### config.mk
export PLATFORM = sky130hd
export DESIGN_NAME = xburst_native
export DESIGN_NICKNAME = d
export VERILOG_FILES = /design/src/rtl/xburst_native.sv
export SDC_FILE = /design/constraint.sdc
export NUM_CORES = 1
export LEC_CHECK = 0
export ABC_AREA = 0
export CAP_MARGIN = 5
export CORE_MARGIN = 2
export CORE_UTILIZATION = 29
export CTS_BUF_LIST = sky130_fd_sc_hd__clkbuf_16
export DETAILED_ROUTE_END_ITERATION = 10
export GPL_TIMING_DRIVEN = 0
export RECOVER_POWER = 25
export SLEW_MARGIN = 20
export SYNTH_ARGS = -nofsm -noshare
export SYNTH_HDL_FRONTEND = slang
export SYNTH_SLANG_ARGS = --single-unit
### constraint.sdc
create_clock -name clk_i -period 6.33 [get_ports clk_i]
set_input_delay 0.633 -clock clk_i [delete_from_list [all_inputs] [get_ports clk_i]]
set_output_delay 0.633 -clock clk_i [all_outputs]
set_load 0.01 [all_outputs]
### src/rtl/xburst_native.sv
// Burst-to-native memory adapter: splits merged write/read bursts into single-beat
// native transfers with round-robin channel arbitration and atomic bursts.
module xburst_native #(
  parameter int ADDR_W = 32,
  parameter int DATA_W = 32,
  parameter int LEN_W  = 8
) (
  input  logic                clk_i,
  input  logic                rst_i,
  input  logic                w_valid_i,
  output logic                w_ready_o,
  input  logic [ADDR_W-1:0]   w_addr_i,
  input  logic [DATA_W-1:0]   w_data_i,
  input  logic [DATA_W/8-1:0] w_strb_i,
  input  logic [LEN_W-1:0]    w_len_i,
  output logic                w_last_o,
  input  logic                r_valid_i,
  output logic                r_ready_o,
  input  logic [ADDR_W-1:0]   r_addr_i,
  output logic [DATA_W-1:0]   r_data_o,
  input  logic [LEN_W-1:0]    r_len_i,
  output logic                r_last_o,
  output logic                mem_valid_o,
  input  logic                mem_ready_i,
  output logic [ADDR_W-1:0]   mem_addr_o,
  output logic [DATA_W-1:0]   mem_wdata_o,
  output logic [DATA_W/8-1:0] mem_wstrb_o,
  input  logic                mem_rvalid_i,
  input  logic [DATA_W-1:0]   mem_rdata_i
);

  localparam int STRB_W = DATA_W / 8;
  localparam logic [ADDR_W-1:0] STRIDE = ADDR_W'(STRB_W);
  localparam logic [LEN_W:0] ONE = (LEN_W + 1)'(1);

  typedef enum logic [1:0] {IDLE, WRITE, READ} state_t;

  state_t              state_q, state_d;
  logic [ADDR_W-1:0]   addr_q, addr_d;
  logic [LEN_W-1:0]    len_q, len_d;
  logic [LEN_W:0]      beat_q, beat_d;
  logic [LEN_W:0]      issue_q, issue_d;
  logic [LEN_W:0]      ret_q, ret_d;
  logic                prio_q, prio_d;   // 1: write wins a contended grant

  logic [LEN_W:0]      len_ext;
  logic                rd_issue;
  logic                rd_return;

  assign len_ext = {1'b0, len_q};

  // Native-port and channel outputs are combinational pass-throughs of the current state.
  always_comb begin
    w_ready_o   = 1'b0;
    w_last_o    = 1'b0;
    r_ready_o   = 1'b0;
    r_data_o    = '0;
    r_last_o    = 1'b0;
    mem_valid_o = 1'b0;
    mem_addr_o  = '0;
    mem_wdata_o = '0;
    mem_wstrb_o = '0;
    rd_issue    = 1'b0;
    rd_return   = 1'b0;
    case (state_q)
      WRITE: begin
        mem_valid_o = w_valid_i;
        mem_addr_o  = addr_q;
        mem_wdata_o = w_data_i;
        mem_wstrb_o = w_strb_i;
        w_ready_o   = mem_ready_i;
        w_last_o    = (beat_q == len_ext);
      end
      READ: begin
        mem_valid_o = (issue_q <= len_ext);
        mem_addr_o  = addr_q;
        rd_issue    = mem_valid_o && mem_ready_i;
        rd_return   = mem_rvalid_i && (ret_q <= len_ext);
        r_ready_o   = rd_return;
        r_data_o    = rd_return ? mem_rdata_i : '0;
        r_last_o    = rd_return && (ret_q == len_ext);
      end
      default: ;
    endcase
  end

  always_comb begin
    state_d = state_q;
    addr_d  = addr_q;
    len_d   = len_q;
    beat_d  = beat_q;
    issue_d = issue_q;
    ret_d   = ret_q;
    prio_d  = prio_q;
    case (state_q)
      IDLE: begin
        if (w_valid_i && (!r_valid_i || prio_q)) begin
          state_d = WRITE;
          addr_d  = w_addr_i;
          len_d   = w_len_i;
          beat_d  = '0;
          issue_d = '0;
          ret_d   = '0;
          prio_d  = 1'b0;
        end else if (r_valid_i) begin
          state_d = READ;
          addr_d  = r_addr_i;
          len_d   = r_len_i;
          beat_d  = '0;
          issue_d = '0;
          ret_d   = '0;
          prio_d  = 1'b1;
        end
      end
      WRITE: begin
        if (w_valid_i && mem_ready_i) begin
          beat_d = beat_q + ONE;
          addr_d = addr_q + STRIDE;
          if (beat_q == len_ext) state_d = IDLE;
        end
      end
      READ: begin
        // Issue and return counters advance independently; returns may overlap issues.
        if (rd_issue) begin
          issue_d = issue_q + ONE;
          addr_d  = addr_q + STRIDE;
        end
        if (rd_return) begin
          ret_d = ret_q + ONE;
          if (ret_q == len_ext) state_d = IDLE;
        end
      end
      default: state_d = IDLE;
    endcase
  end

  always_ff @(posedge clk_i) begin
    if (!rst_i) begin
      state_q <= IDLE;
      addr_q  <= '0;
      len_q   <= '0;
      beat_q  <= '0;
      issue_q <= '0;
      ret_q   <= '0;
      prio_q  <= 1'b1;
    end else begin
      state_q <= state_d;
      addr_q  <= addr_d;
      len_q   <= len_d;
      beat_q  <= beat_d;
      issue_q <= issue_d;
      ret_q   <= ret_d;
      prio_q  <= prio_d;
    end
  end

endmodule

==> impl_results.md, run 1 <==
* Worst path slowest cell: a2111oi_0
* Final Core Density at 46.37%
* Core area at 18830 um^2
* Max FO, Critical Path at 6
* Mapped Area at 5605 um^2
* Port bufs at roughly 260
* Leakage at around 0.0032 uW
* Resize count post-CTS at 0
* Slew headroom at between 8 and 9%
* Reg clk slew, reported paths at roughly 0.060 ns
* DR vias/cell at 5.332
* Syn. warnings at 0
* Post-synth EDFFs at 0
* ANT cells at 0
* Most Crowded Layer GR: met2
* Detail Route Antenna Nets at 0
* RR Endpoint: addr_q[14]$_SDFFE_PN0P_
* CTS tree: built
* Die Ht at approximately 140 um
* Setup TNS at 0 ns
* Met2 Resource Use GR at between 30 and 40%
* Crit path capture type: primary output
* RD Place Congestion at 0.9549
* Synth Flop Type: dfxtp_1
* Initial antenna violation count at 0
* R2R Path Start: len_q[7]$_SDFFE_PN0P_
* Clock power frac at a little under a quarter
* Synthesized flop and latch total at 70
* Num CTS Buffers at 9
* Syn avg cell area at around 7.2 um^2
* Grt ovf at 0
* Syn Nets at 953
* Clk_lat worst skew at roughly 0.35 ns
* DR vias at about 7000
* Share of cells above drive strength 1 at ~4.3%
* Total power draw at between 2000 and 2500 uW
* RSZ-0062 raised after global routing: no
* Die outline width at 143.0 um
* Data required, critical path at 5.70 ns
* Max Cap Viol at 0
* Asr flop ratio synth at 0%
* Cell-by-cell trace of the critical path: inv_1 > ha_1 > a211oi_1 > nand2_1 > a2111oi_0 > o21ai_0 > a21oi_1 > clkdlybuf4s50_1
* Max Root-Sink Buffers at 2
* Final hold vios at 0
* CTS Sinks at 70
* Area Growth Syn to Fin at 55.76%
* Register area at around 1400 um^2
* PD cells at between 200 and 250 nW/um^2
* Maximum clock rate at approximately 230 MHz
* Multi-input logic area at ~3800 um^2
* Detailed router's first-iteration violation count at a little under 800
* Hold WC Path Type: reg -> reg
* FILL cells at around 1900
* Fin Clk Skew at approximately 0.004 ns
* DP HPWL at between 15000 and 20000 um
* First-pass GRT wire length at about 36000 um
* Site row count at 50
* H-Tree Depth at 3
* Switch Pwr at between 800 and 900 uW
* Flop pwr share at between 20% and 30%
* CP Class: reg -> out
* Final WL at about 24000 um
* Synth Instances at ~780
* DR pass1 iterations at 6
* Vias in the first global route at ~6600
* Final setup fails at 0
* Reg2reg path depth at 9
* Period minus WS final at ~4.4 ns
* Dpl cell area at around 8500 um^2
* Measured slew at the worst slew-check pin at 1.362 ns
* Hold depth at 2
* Final worst-path cycle share at between 60% and 70%
* Worst hold endpoint: addr_q[1]$_SDFFE_PN0P_
* Final Max Tran Viols at 0
* CTS root buffer: clkbuf_16
* Maximum VDD drop at between 150 and 200 uV
* Unique masters post-synth at slightly below 70
* Post-synthesis sequential area ratio at 25.00%
* WP data arrival at 3.73 ns
* Setup repair bufs after CTS at 0
* Drc violations at 0
* Nets at approximately 1200
* Die Area at about 20000 um^2
* R2R Setup Slk at between 2 and 2.5 ns
* Internal at approximately 1200 uW
* Hold_sp: addr_q[1]$_SDFFE_PN0P_
* Sw frac at between 40% and 50%
* Met1 usage at between 20% and 30%
* Worst path max stage delay at between 1 and 1.5 ns
* GRT Util Overall at a little under a quarter
* Initial Utilization at a little under 30%
* Post-DR wirelength/cell at around 18 um
* Met3 usage at under 10%
* Worst Setup Start Kind: register
* Combinational Power Share at between 40% and 50%
* Boundary Pins at between 200 and 300
* Hold_buf cts at 0
* Status: finished, final reports clean
* Largest net degree at the start of global routing at 13
* Post-route cell area at 8731 um^2
-- logic make-up (layout without fill, tap and decap cells) --
family	after synthesis	count (layout)	share of synthesized area (%)
buf+inv	87	359	6.406
compound gates	204	204	25.85
xor+xnor	12	12	1.875
flops	70	70	25.00
simple gates	366	366	33.33
fa+ha+maj	24	24	5.357
mux	12	12	2.188
-- critical path: cells and delay by family (launching register included) --
kind            cells  cell delay, ns
simple gates        1            0.10
buf+inv             2            0.69
flops               1            0.38
fa+ha+maj           1            0.34
compound gates      4            1.87
-- layout by cell type, fill, tap and decap left out, types with 9 or more instances in the layout --
| cell | n |
|---|---|
| nand4_1 | 12 |
| mux2i_1 | 10 |
| dlygate4sd3_1 | 17 |
| clkbuf_16 | 9 |
| o22ai_1 | 11 |
| clkdlybuf4s50_1 | 240 |
| o32ai_1 | 18 |
| o21ai_0 | 30 |
| a21oi_1 | 58 |
| a221oi_1 | 15 |
| and2_1 | 90 |
| dfxtp_1 | 70 |
| clkbuf_1 | 46 |
| nor4_1 | 11 |
| nor3_1 | 12 |
| ha_1 | 24 |
| nand2_1 | 126 |
| nor2_1 | 45 |
| nand3_1 | 26 |
| xnor2_1 | 9 |
| inv_1 | 29 |
-- through the flow --
step	cells	hold slack (ns)	setup slack [ns]
floorplan	775	0.4465	3.551
global placement	1291	0.4614	2.479
detailed placement	1291	0.4689	2.442
CTS	1307	0.4799	2.162
global route	1307	0.4932	1.574
finish	1307	0.4744	1.963
-- registers in the layout, indices dropped and copies added (netlist names) --
signal,count
prio_q,1
len_q,8
ret_q,9
issue_q,9
beat_q,9
addr_q,32
state_q,2
-- layout make-up --
type                            count  share of cell area (%)
Multi-Input combinational cell    618                   43.79
Timing Repair Buffer              256                   29.35
Sequential cell                    70                   16.05
Tap cell                          260                   3.726
Buffer                             57                   2.737
Clock buffer                        9                   2.580
Inverter                           30                   1.290
Clock inverter                      7                  0.4729
-- synthesized netlist by cell type (all sizes together) (7+ instances only) --
cell type | n | area (um^2)
a31oi | 7 | 43.79
nor4 | 11 | 68.82
o32ai | 19 | 173.9
ha | 24 | 300.3
nand4 | 13 | 96.34
a21oi | 58 | 290.3
a221oi | 16 | 146.4
nand2 | 126 | 473.0
clkbuf | 45 | 168.9
nor3 | 13 | 65.06
buf | 10 | 58.80
dfxtp | 70 | 1401
a222oi | 8 | 80.08
nor2 | 45 | 168.9
mux2i | 10 | 100.1
and3 | 8 | 50.05
o22ai | 11 | 68.82
and2 | 95 | 595.6
inv | 29 | 108.9
nand3 | 26 | 130.1
xnor2 | 9 | 78.83
o21ai | 31 | 166.4
-- worst max-delay path by stage --
stage | start | endpoint | slack, ns
after global placement | mem_rvalid_i | r_data_o[18] | 2.48
after CTS | len_q[6]$_SDFFE_PN0P_ | r_data_o[18] | 2.16
after detailed placement | mem_rvalid_i | r_data_o[18] | 2.44
final | len_q[7]$_SDFFE_PN0P_ | mem_valid_o | 1.96
after global routing | len_q[7]$_SDFFE_PN0P_ | mem_valid_o | 1.57
after floorplan | len_q[6]$_SDFFE_PN0P_ | r_data_o[22] | 3.55
-- power by group through the flow --
stage | registers (uW) | logic, uW | clock network, uW
2_1_floorplan | 562 | 571 | 0
4_1_cts | 580 | 993 | 475
5_1_grt | 593 | 1080 | 499
3_5_place_dp | 590 | 987 | 0
3_3_place_gp | 590 | 983 | 0
6_report | 583 | 987 | 479
-- layer usage --
layer / up-vias / part of all wire (%)
met4: 0 / 1.7
met3: 31 / 9.9
li1: 3346 / -
met2: 375 / 46
met1: 3217 / 43
met5: - / 0
Power figures use the tool's default switching activity.
==> run 2: changes to the inputs <==
Clock period 6.33 ns to 3.7 ns, I/O delays scaled along.
==> run 2 against run 1 <==
  * Non-clock buffer count stayed put
  * Register-to-register slack worse by 1.4 ns
  * Die area did not move
  * Highest routed layer unchanged
  * Utilization increased by 0.19 points
  * Cell area rose by 0.40%
  * Clock skew is 0.0035 ns higher
  * Combinational power is 72% higher
  * Global-route usage hardly changed
  * Total power up 72%
==> impl_results.md, run 2 (synthesis results as in run 1) <==
* Status: finished, final reports clean
* Final setup fails at 0
* Final hold vios at 0
* WP data arrival at 3.13 ns
* Setup repair bufs after CTS at 0
* First-pass GRT wire length at roughly 36000 um
* Commonest non-fill, non-tap cell in the layout: clkdlybuf4s50_1
* FILL cells at 1931
* Clk_lat worst skew at around 0.35 ns
* Initial antenna violation count at 0
* Top layer in use: met4
* CP Class: reg -> out
* Die outline width at 143.0 um
* Largest net degree at the start of global routing at 13
* Maximum clock rate at 285.7 MHz
* DR vias at between 6000 and 7000
* Initial Utilization at between 20% and 30%
* Slew headroom at roughly a quarter
* Worst Setup Start Kind: register
* Detailed router's first-iteration violation count at approximately 720
* Max FO, Critical Path at 10
* Maximum VDD drop at between 200 and 300 uV
* Fin Clk Skew at 0.007561 ns
* Detail Route Antenna Nets at 0
* Area Growth Syn to Fin at 56.38%
* Final WL at about 24000 um
* Max Root-Sink Buffers at 2
* Reg clk slew, reported paths at ~0.060 ns
* CTS tree: built
* Site row count at 50
* Die Ht at ~140 um
* DR vias/cell at between 5 and 6
* CTS root buffer: clkbuf_16
* Post-DR wirelength/cell at 18.18 um
* Num CTS Buffers at 9
* Hold WC Path Type: reg -> reg
* Port bufs at between 200 and 300
* Period minus WS final at approximately 3.5 ns
* ANT cells at 0
* Biggest register: addr_q
* DP HPWL at ~19000 um
* H-Tree Depth at 3
* Most frequent cells in the layout: clkdlybuf4s50_1, nand2_1, and2_1
* Met3 WL post-DR at roughly 2300 um
* Metal2 WL at ~11000 um
* GRT Util Overall at 22.74%
* Die Area at around 20000 um^2
* RD Place Congestion at 0.9549
* Grt ovf at 0
* Crit path capture type: primary output
* Hold depth at 2
* Vias in the first global route at ~6600
* Measured slew at the worst slew-check pin at roughly 1.1 ns
* DR pass1 iterations at 5
* Leakage at between 0.003 and 0.004 uW
* Drc violations at 0
* PD cells at approximately 400 nW/um^2
* Nets at 1220
* Max Cap Viol at 0
* Reg2reg path depth at 8
* Dpl cell area at about 8500 um^2
* Post-route cell area at between 8000 and 9000 um^2
* Boundary Pins at ~260
* Multi-input logic area at just under 4000 um^2
* M1 WL at 10160 um
* Final worst-path cycle share at 94.60%
* Core area at about 19000 um^2
* Hold_buf cts at 0
* Data required, critical path at 3.33 ns
* Share of cells above drive strength 1 at about 5.1%
* Worst hold slack at around 0.47 ns
* Final Max Tran Viols at 0
* CTS Sinks at 70
* Largest register FFs at 32
* Register area at approximately 1400 um^2
[run 2: changes by cell type in the layout (fill, tap and decap cells not counted)]
cell / delta
a2111oi_2: +1
o21a_2: +1
a2111oi_4: +1
and2_1: -2
o21ai_2: +1
o21ai_0: -1
dlygate4sd3_1: +4
o21a_1: -1
clkdlybuf4s50_1: -4
a2111oi_0: -2
clkbuf_1: -4
and2_0: +2
clkbuf_2: +4
[run 2: critical path, cell delays in order, from the launching register on]
cell,delay [ns]
dfxtp_1,0.39
inv_1,0.11
ha_1,0.31
a21o_1,0.17
a2111oi_2,0.35
o221a_2,0.26
o21a_2,0.21
clkbuf_2,0.22
and2_1,0.21
clkdlybuf4s50_1,0.55
[run 2: final cells by class]
type	instances	area share, %
multi-input cells	618	43.96
repair buffers	256	29.23
flip-flops and latches	70	15.99
well taps	260	3.711
plain buffers	57	2.783
clock buffers	9	2.569
inverters	30	1.285
clock inverters	7	0.4710
[run 2: worst paths after layout]
path                          start                 endpoint  slack (ns)
min          addr_q[1]$_SDFFE_PN0P_   addr_q[1]$_SDFFE_PN0P_        0.47
max           len_q[6]$_SDFFE_PN0P_             r_data_o[18]        0.20
max reg2reg   len_q[7]$_SDFFE_PN0P_  issue_q[7]$_SDFFE_PN0P_        0.68
min reg2reg  addr_q[1]$_SDFFE_PN0P_   addr_q[1]$_SDFFE_PN0P_        0.47
[run 2: where the power goes]
group / internal (uW) / total (uW) / switching, uW
Sequential: 860 / 1000 / 140
Combinational: 736 / 1700 / 963
Clock: 448 / 822 / 373
Total: 2040 / 3520 / 1480
[run 2: routing by layer]
metal / vias up / global-route usage (%)
met3: 21 / 5.500
met4: 0 / 5.524
met1: 3206 / 29.60
li1: 3350 / -
met2: 377 / 37.85
met5: - / 0
[run 2: timing repair]
item | 4_1_cts | 5_1_grt
resized for setup | 4 | 5
endpoints found under the setup margin | 30 | 30
endpoints found under the hold margin | 0 | 0
[run 2: metrics by stage]
stage / util [%] / setup WS [ns] / total power (uW) / TNS (ns) / cells
after floorplan: - / 1.184 / 1939 / 0 / 775
after global placement: 45.10 / 0.2034 / 2691 / 0 / 1291
after detailed placement: 45.10 / 0.1762 / 2697 / 0 / 1291
after CTS: 46.54 / 0.03971 / 3505 / 0 / 1307
after global routing: 46.55 / -0.009445 / 3722 / -0.009445 / 1307
final: 46.55 / 0.1998 / 3521 / 0 / 1307
==> run 3: changes to the inputs <==
Settings changed: CTS_BUF_LIST sky130_fd_sc_hd__clkbuf_16 to sky130_fd_sc_hd__clkbuf_8, CTS_CLUSTER_DIAMETER set to 40.
==> run 3 against run 2 <==
  * Die area unchanged
  * Total power decreased by 5.5%
  * Global-route usage is 0.057 points lower
  * Clock power is 24% lower
  * Largest power group unchanged
  * Sequential share of layout area grew 0.15 points
==> impl_results.md, run 3 (synthesis results as in run 1) <==
* Status: finished, final reports clean
* Register area at about 1400 um^2
* Met2 Resource Use GR at 37.80%
* Worst hold slack at 0.4792 ns
* Leakage at 0.003176 uW
* ANT cells at 0
* Period minus WS final at ~3.5 ns
* Max Root-Sink Buffers at 2
* Fin Clk Skew at between 0.009 and 0.01 ns
* DR pass1 iterations at 5
* Final worst-path cycle share at approximately 95%
* CTS Sinks at 70
* Measured slew at the worst slew-check pin at 1.058 ns
* RD Place Congestion at ~0.95
* Boundary Pins at between 200 and 300
* Largest register FFs at 32
* Final WL at 23670 um
* DR vias at approximately 7000
* First-pass GRT wire length at about 36000 um
* Final Max Tran Viols at 0
* Initial antenna violation count at 0
* Maximum VDD drop at 191.4 uV
* CP Class: reg -> out
* Detail Route Antenna Nets at 0
* Switch Pwr at about 1500 uW
* Drc violations at 0
* Flop pwr share at roughly 30%
* H-Tree Depth at 3
* FILL cells at 1940
* Max FO, Critical Path at 10
* Internal at 1875 uW
* Worst Setup Start Kind: register
* Grt ovf at 0
* Dpl ws at between 0.15 and 0.2 ns
* Hold WC Path Type: in -> reg
* CTS root buffer: clkbuf_8
* Crit path capture type: primary output
* Combinational Power Share at around half
* Crit path buffers/inverters at 5
* DR vias/cell at 5.360
* Die Ht at ~140 um
* Die Area at about 20000 um^2
* Site row count at 50
* Max Cap Viol at 0
* Num CTS Buffers at 9
* Worst Slack Setup Final at between 0.15 and 0.2 ns
* Final setup fails at 0
* Detailed router's first-iteration violation count at roughly 700
* Met1 usage at between 20% and 30%
* Die outline width at roughly 140 um
* Most numerous cell on the critical path: clkbuf_1
* Nets at roughly 1200
* DP HPWL at roughly 19000 um
* Setup repair bufs after CTS at 0
* Largest net degree at the start of global routing at 13
* Commonest non-fill, non-tap cell in the layout: clkdlybuf4s50_1
* Slew headroom at 28.74%
* Biggest register: addr_q
* Initial Utilization at between 20 and 30%
* Dpl cell area at roughly 8500 um^2
* GRT Util Overall at a little under a quarter
* Port bufs at approximately 260
* Sw frac at between 40% and 50%
* Vias in the first global route at between 6000 and 7000
* Cell-by-cell trace of the critical path: inv_1 > ha_1 > clkbuf_1 > clkbuf_1 > clkbuf_2 > o21ai_0 > a21oi_1 > clkdlybuf4s50_1
* Crit-path leading delay family: buffers and inverters
* Maximum clock rate at 285.2 MHz
* Clock power frac at a little under a fifth
* Met3 usage at 5.399%
* CTS tree: built
* WP data arrival at approximately 3.1 ns
* Worst path slowest cell: clkdlybuf4s50_1
* Most Crowded Layer GR: met2
* Data required, critical path at between 3 and 4 ns
* Post-route cell area at 8687 um^2
* Reg clk slew, reported paths at 0.09 ns
* Clk_lat worst skew at approximately 0.37 ns
* Multi-input logic area at 3854 um^2
* PD cells at around 380 nW/um^2
* Post-DR wirelength/cell at between 15 and 20 um
* Area Growth Syn to Fin at 54.98%
* Most frequent cells in the layout: clkdlybuf4s50_1, nand2_1, and2_1
* Worst path max stage delay at between 0.5 and 0.6 ns
* Share of cells above drive strength 1 at about 5.3%
* Core area at roughly 19000 um^2
* Final hold vios at 0
run 3: layer usage:
metal | vias to the layer above | wire (um)
met3 | 35 | 2398
met1 | 3201 | 10030
li1 | 3350 | -
met5 | - | 0
met4 | 0 | 349
met2 | 419 | 10890
run 3: layout make-up:
cell class | instances | share of cell area [%]
multi-input combinational | 618 | 44.36
tap | 260 | 3.745
clock inverter | 5 | 0.3889
inverter | 30 | 1.296
buffer | 57 | 2.837
timing repair buffer | 256 | 29.50
sequential | 70 | 16.13
clock buffer | 11 | 1.743
run 3: power by group through the flow:
stage | clock network [uW] | registers, uW | logic (uW)
after global placement | 0 | 1010 | 1680
after global routing | 654 | 1010 | 1850
final | 628 | 1000 | 1700
after CTS | 619 | 991 | 1700
after detailed placement | 0 | 1010 | 1690
after floorplan | 0 | 962 | 977
run 3: repair_timing:
item | 4_1_cts | 5_1_grt
endpoints found under the setup margin | 31 | 30
hold buffers | 0 | 0
gates resized for setup | 4 | 7
run 3: worst reg2reg max path: cells and delay by family (launching register included):
family	cells	cell delay [ns]
adder cells (fa/ha/maj)	1	0.34
AO/OA/AOI/OAI	4	1.36
flip-flops	1	0.39
AND/OR/NAND/NOR	2	0.74
buffers and inverters	1	0.11
run 3: path summary, 6_finish.rpt:
| check | depth (start not counted) | endpoint | startpoint | slack [ns] |
|---|---|---|---|---|
| hold / removal | 4 | ret_q[7]$_SDFFE_PN0P_ | rst_i | 0.48 |
| setup reg to reg | 8 | issue_q[7]$_SDFFE_PN0P_ | len_q[7]$_SDFFE_PN0P_ | 0.70 |
| hold reg to reg | 2 | addr_q[1]$_SDFFE_PN0P_ | addr_q[1]$_SDFFE_PN0P_ | 0.48 |
| setup / recovery | 8 | mem_valid_o | state_q[0]$_SDFFE_PN0P_ | 0.19 |
run 3: metrics by stage:
stage	setup TNS, ns	total power [uW]	utilization (%)	instances
after floorplan	0	1939	-	775
after CTS	0	3310	46.11	1307
after detailed placement	0	2697	45.10	1291
after global routing	-0.007110	3522	46.13	1307
after global placement	0	2691	45.10	1291
final	0	3326	46.13	1307
